$ cat src/rtl/mc_sync_fifo_pkg.sv
`default_nettype none
// ============================================================================
//  Module   : fifo_pkg
//  Brief    : Shared defaults and occupancy-count width helper for mc_sync_fifo
//  Revision : 1.0
// ============================================================================
package fifo_pkg;

    localparam int c_DEF_DATA_LEN = 16;
    localparam int c_DEF_ADDR_LEN = 4;
    localparam int c_DEF_NUM_CH   = 4;

    // One extra bit so a completely full channel (count == depth) is representable.
    function automatic int cnt_width(input int addr_len);
        return addr_len + 1;
    endfunction

endpackage
`default_nettype wire

$ cat src/rtl/mc_sync_fifo_if.sv
`default_nettype none
// ============================================================================
//  Module   : mc_sync_fifo_if
//  Brief    : Write/read request bus of the multi-channel FIFO
//  Revision : 1.0
// ============================================================================
interface mc_sync_fifo_if
    import fifo_pkg::*;
#(
    parameter int DATA_LEN = c_DEF_DATA_LEN,
    parameter int CH_LEN   = $clog2(c_DEF_NUM_CH)
);

    logic                wr_en;
    logic [CH_LEN-1:0]   wr_ch;
    logic [DATA_LEN-1:0] data_in;
    logic                rd_en;
    logic [CH_LEN-1:0]   rd_ch;
    logic [DATA_LEN-1:0] data_out;
    logic                rd_valid;

    modport master (
        output wr_en, wr_ch, data_in, rd_en, rd_ch,
        input  data_out, rd_valid
    );

    modport slave (
        input  wr_en, wr_ch, data_in, rd_en, rd_ch,
        output data_out, rd_valid
    );

endinterface
`default_nettype wire

$ cat src/rtl/mc_sync_fifo_ch_ctrl.sv
`default_nettype none
// ============================================================================
//  Module   : fifo_ch_ctrl
//  Brief    : Pointers, occupancy count and status flags of one FIFO channel
//  Revision : 1.0
// ============================================================================
module fifo_ch_ctrl
    import fifo_pkg::*;
#(
    parameter int ADDR_LEN     = c_DEF_ADDR_LEN,
    parameter int AFULL_THRESH = (1 << ADDR_LEN) - 4
) (
    input  wire logic                          clk,
    input  wire logic                          reset,
    input  wire logic                          wr_req,
    input  wire logic                          rd_req,
    output logic                               wr_acc,
    output logic                               rd_acc,
    output logic [ADDR_LEN-1:0]                wr_ptr,
    output logic [ADDR_LEN-1:0]                rd_ptr,
    output logic [cnt_width(ADDR_LEN)-1:0]     count,
    output logic                               full,
    output logic                               empty,
    output logic                               afull,
    output logic                               ovf,
    output logic                               udf
);

    localparam int                 c_CNT_W = cnt_width(ADDR_LEN);
    localparam logic [c_CNT_W-1:0] c_DEPTH = c_CNT_W'(1 << ADDR_LEN);
    localparam logic [c_CNT_W-1:0] c_AFULL = c_CNT_W'(AFULL_THRESH);

    logic [ADDR_LEN-1:0] r_wr_ptr;
    logic [ADDR_LEN-1:0] r_rd_ptr;
    logic [c_CNT_W-1:0]  r_count;
    logic                r_full;
    logic                r_empty;
    logic                r_afull;
    logic                r_ovf;
    logic                r_udf;
    logic [c_CNT_W-1:0]  w_count_nxt;

    // Acceptance looks only at registered flags, so a full channel rejects a
    // write even when a read of the same channel frees a slot this cycle.
    assign wr_acc      = wr_req & ~r_full;
    assign rd_acc      = rd_req & ~r_empty;
    assign w_count_nxt = r_count + c_CNT_W'(wr_acc) - c_CNT_W'(rd_acc);

    always_ff @(posedge clk or posedge reset) begin
        if (reset) begin
            r_wr_ptr <= '0;
            r_rd_ptr <= '0;
            r_count  <= '0;
            r_full   <= 1'b0;
            r_empty  <= 1'b1;
            r_afull  <= 1'b0;
            r_ovf    <= 1'b0;
            r_udf    <= 1'b0;
        end else begin
            if (wr_acc) r_wr_ptr <= r_wr_ptr + ADDR_LEN'(1);
            if (rd_acc) r_rd_ptr <= r_rd_ptr + ADDR_LEN'(1);
            r_count <= w_count_nxt;
            r_full  <= (w_count_nxt == c_DEPTH);
            r_empty <= (w_count_nxt == '0);
            r_afull <= (w_count_nxt >= c_AFULL);
            r_ovf   <= r_ovf | (wr_req & r_full);
            r_udf   <= r_udf | (rd_req & r_empty);
        end
    end

    assign wr_ptr = r_wr_ptr;
    assign rd_ptr = r_rd_ptr;
    assign count  = r_count;
    assign full   = r_full;
    assign empty  = r_empty;
    assign afull  = r_afull;
    assign ovf    = r_ovf;
    assign udf    = r_udf;

endmodule
`default_nettype wire

$ cat src/rtl/mc_sync_fifo.sv
`default_nettype none
// ============================================================================
//  Module   : mc_sync_fifo
//  Brief    : Multi-channel synchronous FIFO over one shared {channel,pointer} RAM
//  Revision : 1.0
// ============================================================================
module mc_sync_fifo
    import fifo_pkg::*;
#(
    parameter int DATA_LEN     = c_DEF_DATA_LEN,
    parameter int ADDR_LEN     = c_DEF_ADDR_LEN,
    parameter int NUM_CH       = c_DEF_NUM_CH,
    parameter int AFULL_THRESH = (1 << ADDR_LEN) - 4
) (
    input  wire logic                                 clk,
    input  wire logic                                 reset,
    mc_sync_fifo_if.slave                             bus,
    output logic [NUM_CH-1:0]                         wrt_full,
    output logic [NUM_CH-1:0]                         rd_empty,
    output logic [NUM_CH-1:0]                         almost_full,
    output logic [NUM_CH*cnt_width(ADDR_LEN)-1:0]     count,
    output logic [NUM_CH-1:0]                         overflow,
    output logic [NUM_CH-1:0]                         underflow
);

    localparam int c_CH_LEN    = $clog2(NUM_CH);
    localparam int c_CNT_W     = cnt_width(ADDR_LEN);
    localparam int c_MEM_WORDS = NUM_CH << ADDR_LEN;

    logic [DATA_LEN-1:0]          r_mem [c_MEM_WORDS];
    logic [DATA_LEN-1:0]          r_data_out;
    logic                         r_rd_valid;
    logic [ADDR_LEN-1:0]          w_wr_ptr [NUM_CH];
    logic [ADDR_LEN-1:0]          w_rd_ptr [NUM_CH];
    logic [NUM_CH-1:0]            w_wr_acc;
    logic [NUM_CH-1:0]            w_rd_acc;
    logic [c_CH_LEN+ADDR_LEN-1:0] w_wr_addr;
    logic [c_CH_LEN+ADDR_LEN-1:0] w_rd_addr;

    for (genvar i = 0; i < NUM_CH; i++) begin : g_ch
        fifo_ch_ctrl #(
            .ADDR_LEN     (ADDR_LEN),
            .AFULL_THRESH (AFULL_THRESH)
        ) u_ctrl (
            .clk    (clk),
            .reset  (reset),
            .wr_req (bus.wr_en && (bus.wr_ch == c_CH_LEN'(i))),
            .rd_req (bus.rd_en && (bus.rd_ch == c_CH_LEN'(i))),
            .wr_acc (w_wr_acc[i]),
            .rd_acc (w_rd_acc[i]),
            .wr_ptr (w_wr_ptr[i]),
            .rd_ptr (w_rd_ptr[i]),
            .count  (count[i*c_CNT_W +: c_CNT_W]),
            .full   (wrt_full[i]),
            .empty  (rd_empty[i]),
            .afull  (almost_full[i]),
            .ovf    (overflow[i]),
            .udf    (underflow[i])
        );
    end

    // At most one channel is addressed per direction, so an OR-reduce of the
    // per-channel accepts is the global write/read strobe.
    assign w_wr_addr = {bus.wr_ch, w_wr_ptr[bus.wr_ch]};
    assign w_rd_addr = {bus.rd_ch, w_rd_ptr[bus.rd_ch]};

    always_ff @(posedge clk) begin
        if (|w_wr_acc) r_mem[w_wr_addr] <= bus.data_in;
    end

    always_ff @(posedge clk or posedge reset) begin
        if (reset) begin
            r_data_out <= '0;
            r_rd_valid <= 1'b0;
        end else begin
            r_rd_valid <= |w_rd_acc;
            if (|w_rd_acc) r_data_out <= r_mem[w_rd_addr];
        end
    end

    assign bus.data_out = r_data_out;
    assign bus.rd_valid = r_rd_valid;

endmodule
`default_nettype wire

$ cat src/flat_wrapper.sv
// flat-port wrapper written by rule: the top's interface ports become plain ports
module mc_sync_fifo_flat import fifo_pkg::*;
#(
    parameter int DATA_LEN     = c_DEF_DATA_LEN,
    parameter int ADDR_LEN     = c_DEF_ADDR_LEN,
    parameter int NUM_CH       = c_DEF_NUM_CH,
    parameter int AFULL_THRESH = (1 << ADDR_LEN) - 4
)
  (clk, reset, wrt_full, rd_empty, almost_full, count, overflow, underflow, bus_wr_en, bus_wr_ch, bus_data_in, bus_rd_en, bus_rd_ch, bus_data_out, bus_rd_valid);
  mc_sync_fifo_if #(.DATA_LEN(DATA_LEN)) bus_i ();
  input  wire logic clk;
  input  wire logic reset;
  output logic [NUM_CH-1:0] wrt_full;
  output logic [NUM_CH-1:0] rd_empty;
  output logic [NUM_CH-1:0] almost_full;
  output logic [NUM_CH*cnt_width(ADDR_LEN)-1:0] count;
  output logic [NUM_CH-1:0] overflow;
  output logic [NUM_CH-1:0] underflow;
  input wire logic [$bits(bus_i.wr_en)-1:0] bus_wr_en;
  input wire logic [$bits(bus_i.wr_ch)-1:0] bus_wr_ch;
  input wire logic [$bits(bus_i.data_in)-1:0] bus_data_in;
  input wire logic [$bits(bus_i.rd_en)-1:0] bus_rd_en;
  input wire logic [$bits(bus_i.rd_ch)-1:0] bus_rd_ch;
  output wire logic [$bits(bus_i.data_out)-1:0] bus_data_out;
  output wire logic [$bits(bus_i.rd_valid)-1:0] bus_rd_valid;
  assign bus_i.wr_en = bus_wr_en;
  assign bus_i.wr_ch = bus_wr_ch;
  assign bus_i.data_in = bus_data_in;
  assign bus_i.rd_en = bus_rd_en;
  assign bus_i.rd_ch = bus_rd_ch;
  assign bus_data_out = bus_i.data_out;
  assign bus_rd_valid = bus_i.rd_valid;
  mc_sync_fifo #(.DATA_LEN(DATA_LEN), .ADDR_LEN(ADDR_LEN), .NUM_CH(NUM_CH), .AFULL_THRESH(AFULL_THRESH)) u_core (.clk(clk), .reset(reset), .bus(bus_i), .wrt_full(wrt_full), .rd_empty(rd_empty), .almost_full(almost_full), .count(count), .overflow(overflow), .underflow(underflow));
endmodule
$ cat config.mk
export PLATFORM = sky130hd
export DESIGN_NAME = mc_sync_fifo_flat
export DESIGN_NICKNAME = d
export VERILOG_FILES = /design/src/rtl/mc_sync_fifo_pkg.sv /design/src/rtl/mc_sync_fifo_if.sv /design/src/rtl/mc_sync_fifo_ch_ctrl.sv /design/src/rtl/mc_sync_fifo.sv /design/src/flat_wrapper.sv
export SDC_FILE = /design/constraint.sdc
export NUM_CORES = 1
export LEC_CHECK = 0
export BUFFER_PORTS_ARGS = -buffer_cell sky130_fd_sc_hd__clkbuf_2
export CAP_MARGIN = 20
export CORE_MARGIN = 1
export CORE_UTILIZATION = 50
export DETAILED_ROUTE_END_ITERATION = 8
export GPL_TIMING_DRIVEN = 0
export MAX_ROUTING_LAYER = met4
export PLACE_DENSITY_LB_ADDON = 0.2
export SLEW_MARGIN = 0
export SYNTH_ARGS = -nofsm -noshare
export SYNTH_HDL_FRONTEND = slang
export SYNTH_SLANG_ARGS = --single-unit
export TNS_END_PERCENT = 1
$ cat constraint.sdc
create_clock -name clk -period 3.2 [get_ports clk]
set_input_delay 0.16 -clock clk [delete_from_list [all_inputs] [get_ports clk]]
set_output_delay 0.16 -clock clk [all_outputs]
set_load 0.03 [all_outputs]
# After elaboration in Yosys (flattened, before gate mapping)
# Memory sizes are Yosys's and may differ from the RTL's. A register that Yosys moved wholly into a read port is not among the register bits.
# Index checks and enable logic that the tools add are counted.
# classes
reduce_logical,16
addsub,16
muxes,8
n_bitwise,34
magnitude_cmp,6
eq_ne,10
# op_table
cell,count
"4-bit by 1-bit adder with 4-bit output, second input constant",8
5-bit by 1-bit adder with 5-bit output,4
"5-bit equality test, second input constant",4
"5-bit by 4-bit greater-or-equal comparator with 1-bit output, second input constant",4
5-bit logical NOT,4
5-bit by 1-bit subtractor with 5-bit output,4
1-bit bitwise AND,16
4-bit binary-select mux with 2-bit select,2
4-bit two-way mux,4
"2-bit equality test, second input constant",4
1-bit logical AND,8
1-bit inverter,8
1-bit bitwise OR,8
4-bit OR reduction,2
"3-bit greater-or-equal comparator, second input constant",2
2-bit inverter with 3-bit output,2
"2-bit by 1-bit equality test with 1-bit output, second input constant",2
2-bit logical NOT,2
1-bit two-way mux,2
# totals
out_inout_bits,57
inputBits,24
ram_bits,1024
regBits,73
wordCells,124
mem_count,1
# mem_list
name,depth,width,rd,rd_clocked_by_memory_dff,wr,line_no,rtl
u_core.r_mem,64,16,1,1,1,mc_sync_fifo.sv:30,logic [DATA_LEN-1:0] r_mem [c_MEM_WORDS];

# Logic depth before layout (Yosys ltp)
# logic_depth
ltp_word,6
depth_mapped,16

# Modules after synthesis
# Synthesis repeated with hierarchy kept, for this count alone.
# unflattened
cells_unflattened,2772
area_unflattened_um2,44345.0
# by_module_without_submodules
mod,seq_area_each_um2,area_each_um2,instances,cells_per_inst
mc_sync_fifo,31174.9,40961.8,1,2504
fifo_ch_ctrl,451.7,845.8,4,67

# Least setup slack after synthesis
# Ideal clock, no wire load.
# synth_timing
kind,input to register
start,input port bus_rd_ch[0]
end,register u_core.g_ch[1].u_ctrl.r_empty
t_arrival_ns,2.832
required_time_ns,3.132
slack_ns,0.301
path_stages,14
setup_ns,0.068
cell_sequence,buf_6 > buf_2 > nor2b_1 > nand2_1 > nor2_1 > ha_1 > inv_1 > ha_1 > inv_1 > fa_1 > xor2_1 > inv_1 > or4_1 > nor2_1
# synth_via
elab_chain_cells,5
# synth_rtl
element,line_no,rtl
"start, declared",flat_wrapper.sv:23,input wire logic [$bits(bus_i.rd_ch)-1:0] bus_rd_ch;
2-bit by 1-bit equality test with 1-bit output,mc_sync_fifo.sv:48,".rd_req (bus.rd_en && (bus.rd_ch == c_CH_LEN'(i))),"
1-bit logical AND,mc_sync_fifo.sv:48,
1-bit bitwise AND,mc_sync_fifo_ch_ctrl.sv:46,assign rd_acc = rd_req & ~r_empty;
via u_core.g_ch[1].u_ctrl.rd_acc,mc_sync_fifo_ch_ctrl.sv:18,"output logic rd_acc,"
5-bit by 1-bit subtractor with 5-bit output,mc_sync_fifo_ch_ctrl.sv:47,assign w_count_nxt = r_count + c_CNT_W'(wr_acc) - c_CNT_W'(rd_acc);
via u_core.g_ch[1].u_ctrl.w_count_nxt[2],mc_sync_fifo_ch_ctrl.sv:41,logic [c_CNT_W-1:0] w_count_nxt;
5-bit logical NOT,mc_sync_fifo_ch_ctrl.sv:64,r_empty <= (w_count_nxt == '0);
"end signal, assigned",mc_sync_fifo_ch_ctrl.sv:64,
"end, declared",mc_sync_fifo_ch_ctrl.sv:37,logic r_empty;
# The timed path passes the listed nets, and every way through them passes these cells.
# A chain may end at the register's enable or synchronous reset.

# Final worst setup path
# layout_timing
start,register u_core.g_ch[0].u_ctrl.r_rd_ptr[0]
end,"register u_core.r_data_out[0] (netlist: u_core.bus.data_out[0]), read port of u_core.r_mem"
# layout_via
elab_chain_cells,3
# layout_rtl
element,line_no,rtl
"start, declared",mc_sync_fifo_ch_ctrl.sv:34,logic [ADDR_LEN-1:0] r_rd_ptr;
"start signal, assigned",mc_sync_fifo_ch_ctrl.sv:61,if (rd_acc) r_rd_ptr <= r_rd_ptr + ADDR_LEN'(1);
4-bit binary-select mux with 2-bit select,mc_sync_fifo.sv:65,"assign w_rd_addr = {bus.rd_ch, w_rd_ptr[bus.rd_ch]};"
4-bit two-way mux (implied by the code) (2 in a row),mc_sync_fifo.sv:65,
"end, declared",mc_sync_fifo.sv:31,logic [DATA_LEN-1:0] r_data_out;
# No other way between the ends. The select of a mux whose other input is x is not followed.

==> run metrics <==
fraction of layout cells with a size suffix above 1=0.256; sequential cell area fraction in the yosys report=0.747; Antenna Nets Post-Route=0; GPL Wtd Cong=0.980; number of distinct library cells after synthesis=61; nets@finish=2852; final hold vios=0; Root Buffer=clkbuf_16; io pins=81; TritonCTS Buffers=108; CP delay by family, top=compound AO/OA/AOI/OAI gates; Post-Place Cell Area=0.0474 mm^2; drt first-iter violations=3214; area leader, netlist=edfxtp_1; sw frac=0.363; Ys Warns=0; number of flops mapped to enable cells by yosys=1024; area delta synth->final=16.5%; status=complete, but fails checks; drt pass-1 iters=6; port bufs=77; clock network power share=0.270; syn_nets=2589; CP Max Fanout=10; Crit. End Element=register; commonest cells after routing, fill and taps aside=edfxtp_1 (1024), nand2_1 (218), mux4_2 (132); Global Route Usage Sum=0.300; fin crit share=1.03; DP Cell Count=3834; Clock Sinks=1113; CTS tree=yes; sw power=16.9 mW; crit path DAT=3.86 ns; initial antenna violation count=3; Post-CTS Setup Bufs=0; Final Util=0.590; combinational cell fraction of total power=0.352; post-synth top area share=0.696; vias=25400; vias in the first global route=25200; Post-Syn Area=0.0442 mm^2; Post-Syn Instances=2533; Peak Freq=303 MHz; Pwr Density=905 mW/mm^2; hpwl dp=89000 um; CTS H-tree depth=3; worst hold-check path type=primary input to async pin; Final setup violation count=8; Primary FF master, synth=edfxtp_1; Slew @ Worst Pin=1.22 ns; CP Launch Type=register; die area=0.0895 mm^2; leading post-synthesis cells by cell area=edfxtp_1 (70%), mux4_2 (6.7%), dfrtp_1 (4.8%); Slowest-stage cell, CP=mux4_2; Die Wd=299 um; Max Buffers Root-to-Sink=3; detailed-route wire length per cell=31.8 um; max-slew violation count=0; row cnt=108; sequence of cells on the critical path=mux4_2 -> buf_6 -> clkbuf_2 -> buf_2 -> a211oi_1 -> o21ai_1 -> a221oi_2 -> a211oi_2 -> o22a_1; Seq cells post-synth=1113; failing checks=setup timing; final instance area=0.0514 mm^2; Rel. slew slack=0.185; pre-CTS setup slack=-1.14 ns; Initial Util=0.507; Worst Clk Skew=0.0284 ns; Async SR Flop Fraction=0.0800; post-route minimum period=3.30 ns; leakage=17.0 nW; WP data required=3.77 ns; Vias/cell=6.28; Syn Area/Cell=17.4 um^2; largest net degree at the start of global routing=65; first-pass GRT wire length=182000 um; drt total wl=129000 um; max_cap viols=0; Worst path max stage delay=0.61 ns; DRC=0; die height=299 um; RSZ-0062 raised after global routing=true; clk_lat worst skew=0.68 ns; most common cell after layout, fill and taps aside=edfxtp_1; final cell count without fillers=4045; kind of critical path=register to register; Worst IR Drop VDD=680 uV; Seq pwr share=0.378; internal power=29.7 mW; core area=0.0872 mm^2; clk slew on worst S/H paths=0.07 ns; total global routing overflow=0; Final WS setup=-0.0951 ns; Worst Path Buf+Inv=3
==> final cells by class <==
cell class,count,area (um^2)
inverters,44,168
plain buffers,163,996
fillers,6513,35700
multi-input cells,1212,10700
well taps,1155,1450
flip-flops and latches,1113,33000
clock buffers,140,2960
clock inverters,59,528
diodes,5,12.5
repair buffers,154,1690
==> synthesized netlist by cell type (7+ instances only) <==
cell type and number:
a2111oi_0 9, a211oi_1 122, a21o_1 8, a21oi_1 23, a221oi_1 24, a22oi_1 33
a311oi_1 22, a31oi_1 31, a32oi_1 9, a41oi_1 7, buf_1 9, buf_2 44
buf_4 29, buf_6 16, clkbuf_1 65, dfrtp_1 85, edfxtp_1 1024, ha_1 28
inv_1 44, mux2_2 30, mux2i_1 47, mux4_2 132, nand2_1 218, nand2b_1 11
nand3_1 30, nand4_1 14, nor2_1 108, nor2b_1 115, nor3_1 8, o2111ai_1 9
o211ai_1 10, o21ai_0 33, o22a_1 9, o22ai_1 11, o31ai_1 18, xnor2_1 14
xor2_1 22
==> registers in the layout, indices dropped and copies added (netlist names), 4 cells and up <==
name and count:
u_core.g_ch.u_ctrl.rd_ptr 16, u_core.bus.data_out 16, u_core.g_ch.u_ctrl.empty 4, u_core.r_mem 1024
u_core.g_ch.u_ctrl.count 20, u_core.g_ch.u_ctrl.afull 4, u_core.g_ch.u_ctrl.ovf 4, u_core.g_ch.u_ctrl.udf 4
u_core.g_ch.u_ctrl.full 4, u_core.g_ch.u_ctrl.wr_ptr 16
==> metal layers <==
layer / vias up / track usage / part of all wire
li1: 10600 / - / -
met1: 13200 / 0.407 / 0.40
met2: 1374 / 0.451 / 0.47
met3: 256 / 0.0549 / 0.087
met4: 0 / 0.120 / 0.043
met5: - / - / 0
==> timing repair <==
| item | 4_1_cts | 5_1_grt |
|---|---|---|
| pin swaps | 1 | 5 |
| hold buffers | 5 | 0 |
| resized for setup | 115 | 34 |
| setup endpoints to repair | 16 | 48 |
| hold endpoints to repair | 93 | 0 |
| cloned | 0 | 0 |
==> logic make-up (layout without fill, tap and decap cells) <==
family                   after synthesis  count (layout)  synth area share
buffers and inverters                208             560            0.0244
multiplexers                         214             214            0.0886
other                                  0               5                 0
AO/OA/AOI/OAI                        398             398            0.0666
XOR/XNOR                              36              36           0.00714
AND/OR/NAND/NOR                      532             532            0.0566
adder cells (fa/ha/maj)               32              32           0.00975
flip-flops                          1113            1113             0.747
==> path summary, 6_finish.rpt <==
check                                           startpoint                     endpoint  slack (ns)  depth (start not counted)
setup reg to reg           u_core.g_ch[0].u_ctrl.rd_ptr[0]       u_core.bus.data_out[0]        -0.1                          9
min in group clk                              bus_wr_ch[1]    u_core.g_ch[1].u_ctrl.ovf        0.05                          3
hold reg to reg                  u_core.g_ch[3].u_ctrl.udf    u_core.g_ch[3].u_ctrl.udf        0.47                          1
hold / removal                                       reset      u_core.bus.data_out[14]        0.05                          3
max in group asynchronous                            reset  u_core.g_ch[1].u_ctrl.empty        2.43                          4
setup / recovery           u_core.g_ch[0].u_ctrl.rd_ptr[0]       u_core.bus.data_out[0]        -0.1                          9
==> worst register-to-register path: cells and delay by family, from the launching register on <==
| family | cells | cell delay, ns |
|---|---|---|
| compound gates | 5 | 1.36 |
| flops | 1 | 0.46 |
| buf+inv | 3 | 0.76 |
| mux | 1 | 0.61 |
==> metrics by stage <==
step / TNS, ns / power (mW) / hold WS [ns]
3_5_place_dp: -78.95 / 33.3 / 0.182
2_1_floorplan: 0 / 27.0 / 0.259
3_3_place_gp: -904.06 / 32.7 / 0.443
4_1_cts: -0.0217 / 46.3 / 0.00512
6_report: -0.455 / 46.6 / 0.0469
5_1_grt: -0.472 / 48.0 / 0.0750
==> power groups by stage <==
stage | sequential, mW | clock [mW] | combinational [mW]
floorplan | 18.1 | 0 | 8.91
global placement | 17.8 | 0 | 14.9
detailed placement | 17.8 | 0 | 15.4
CTS | 17.6 | 12.7 | 16.0
global route | 17.7 | 13.2 | 17.1
finish | 17.6 | 12.6 | 16.4
No activity file was read; power rests on OpenSTA's default activity.
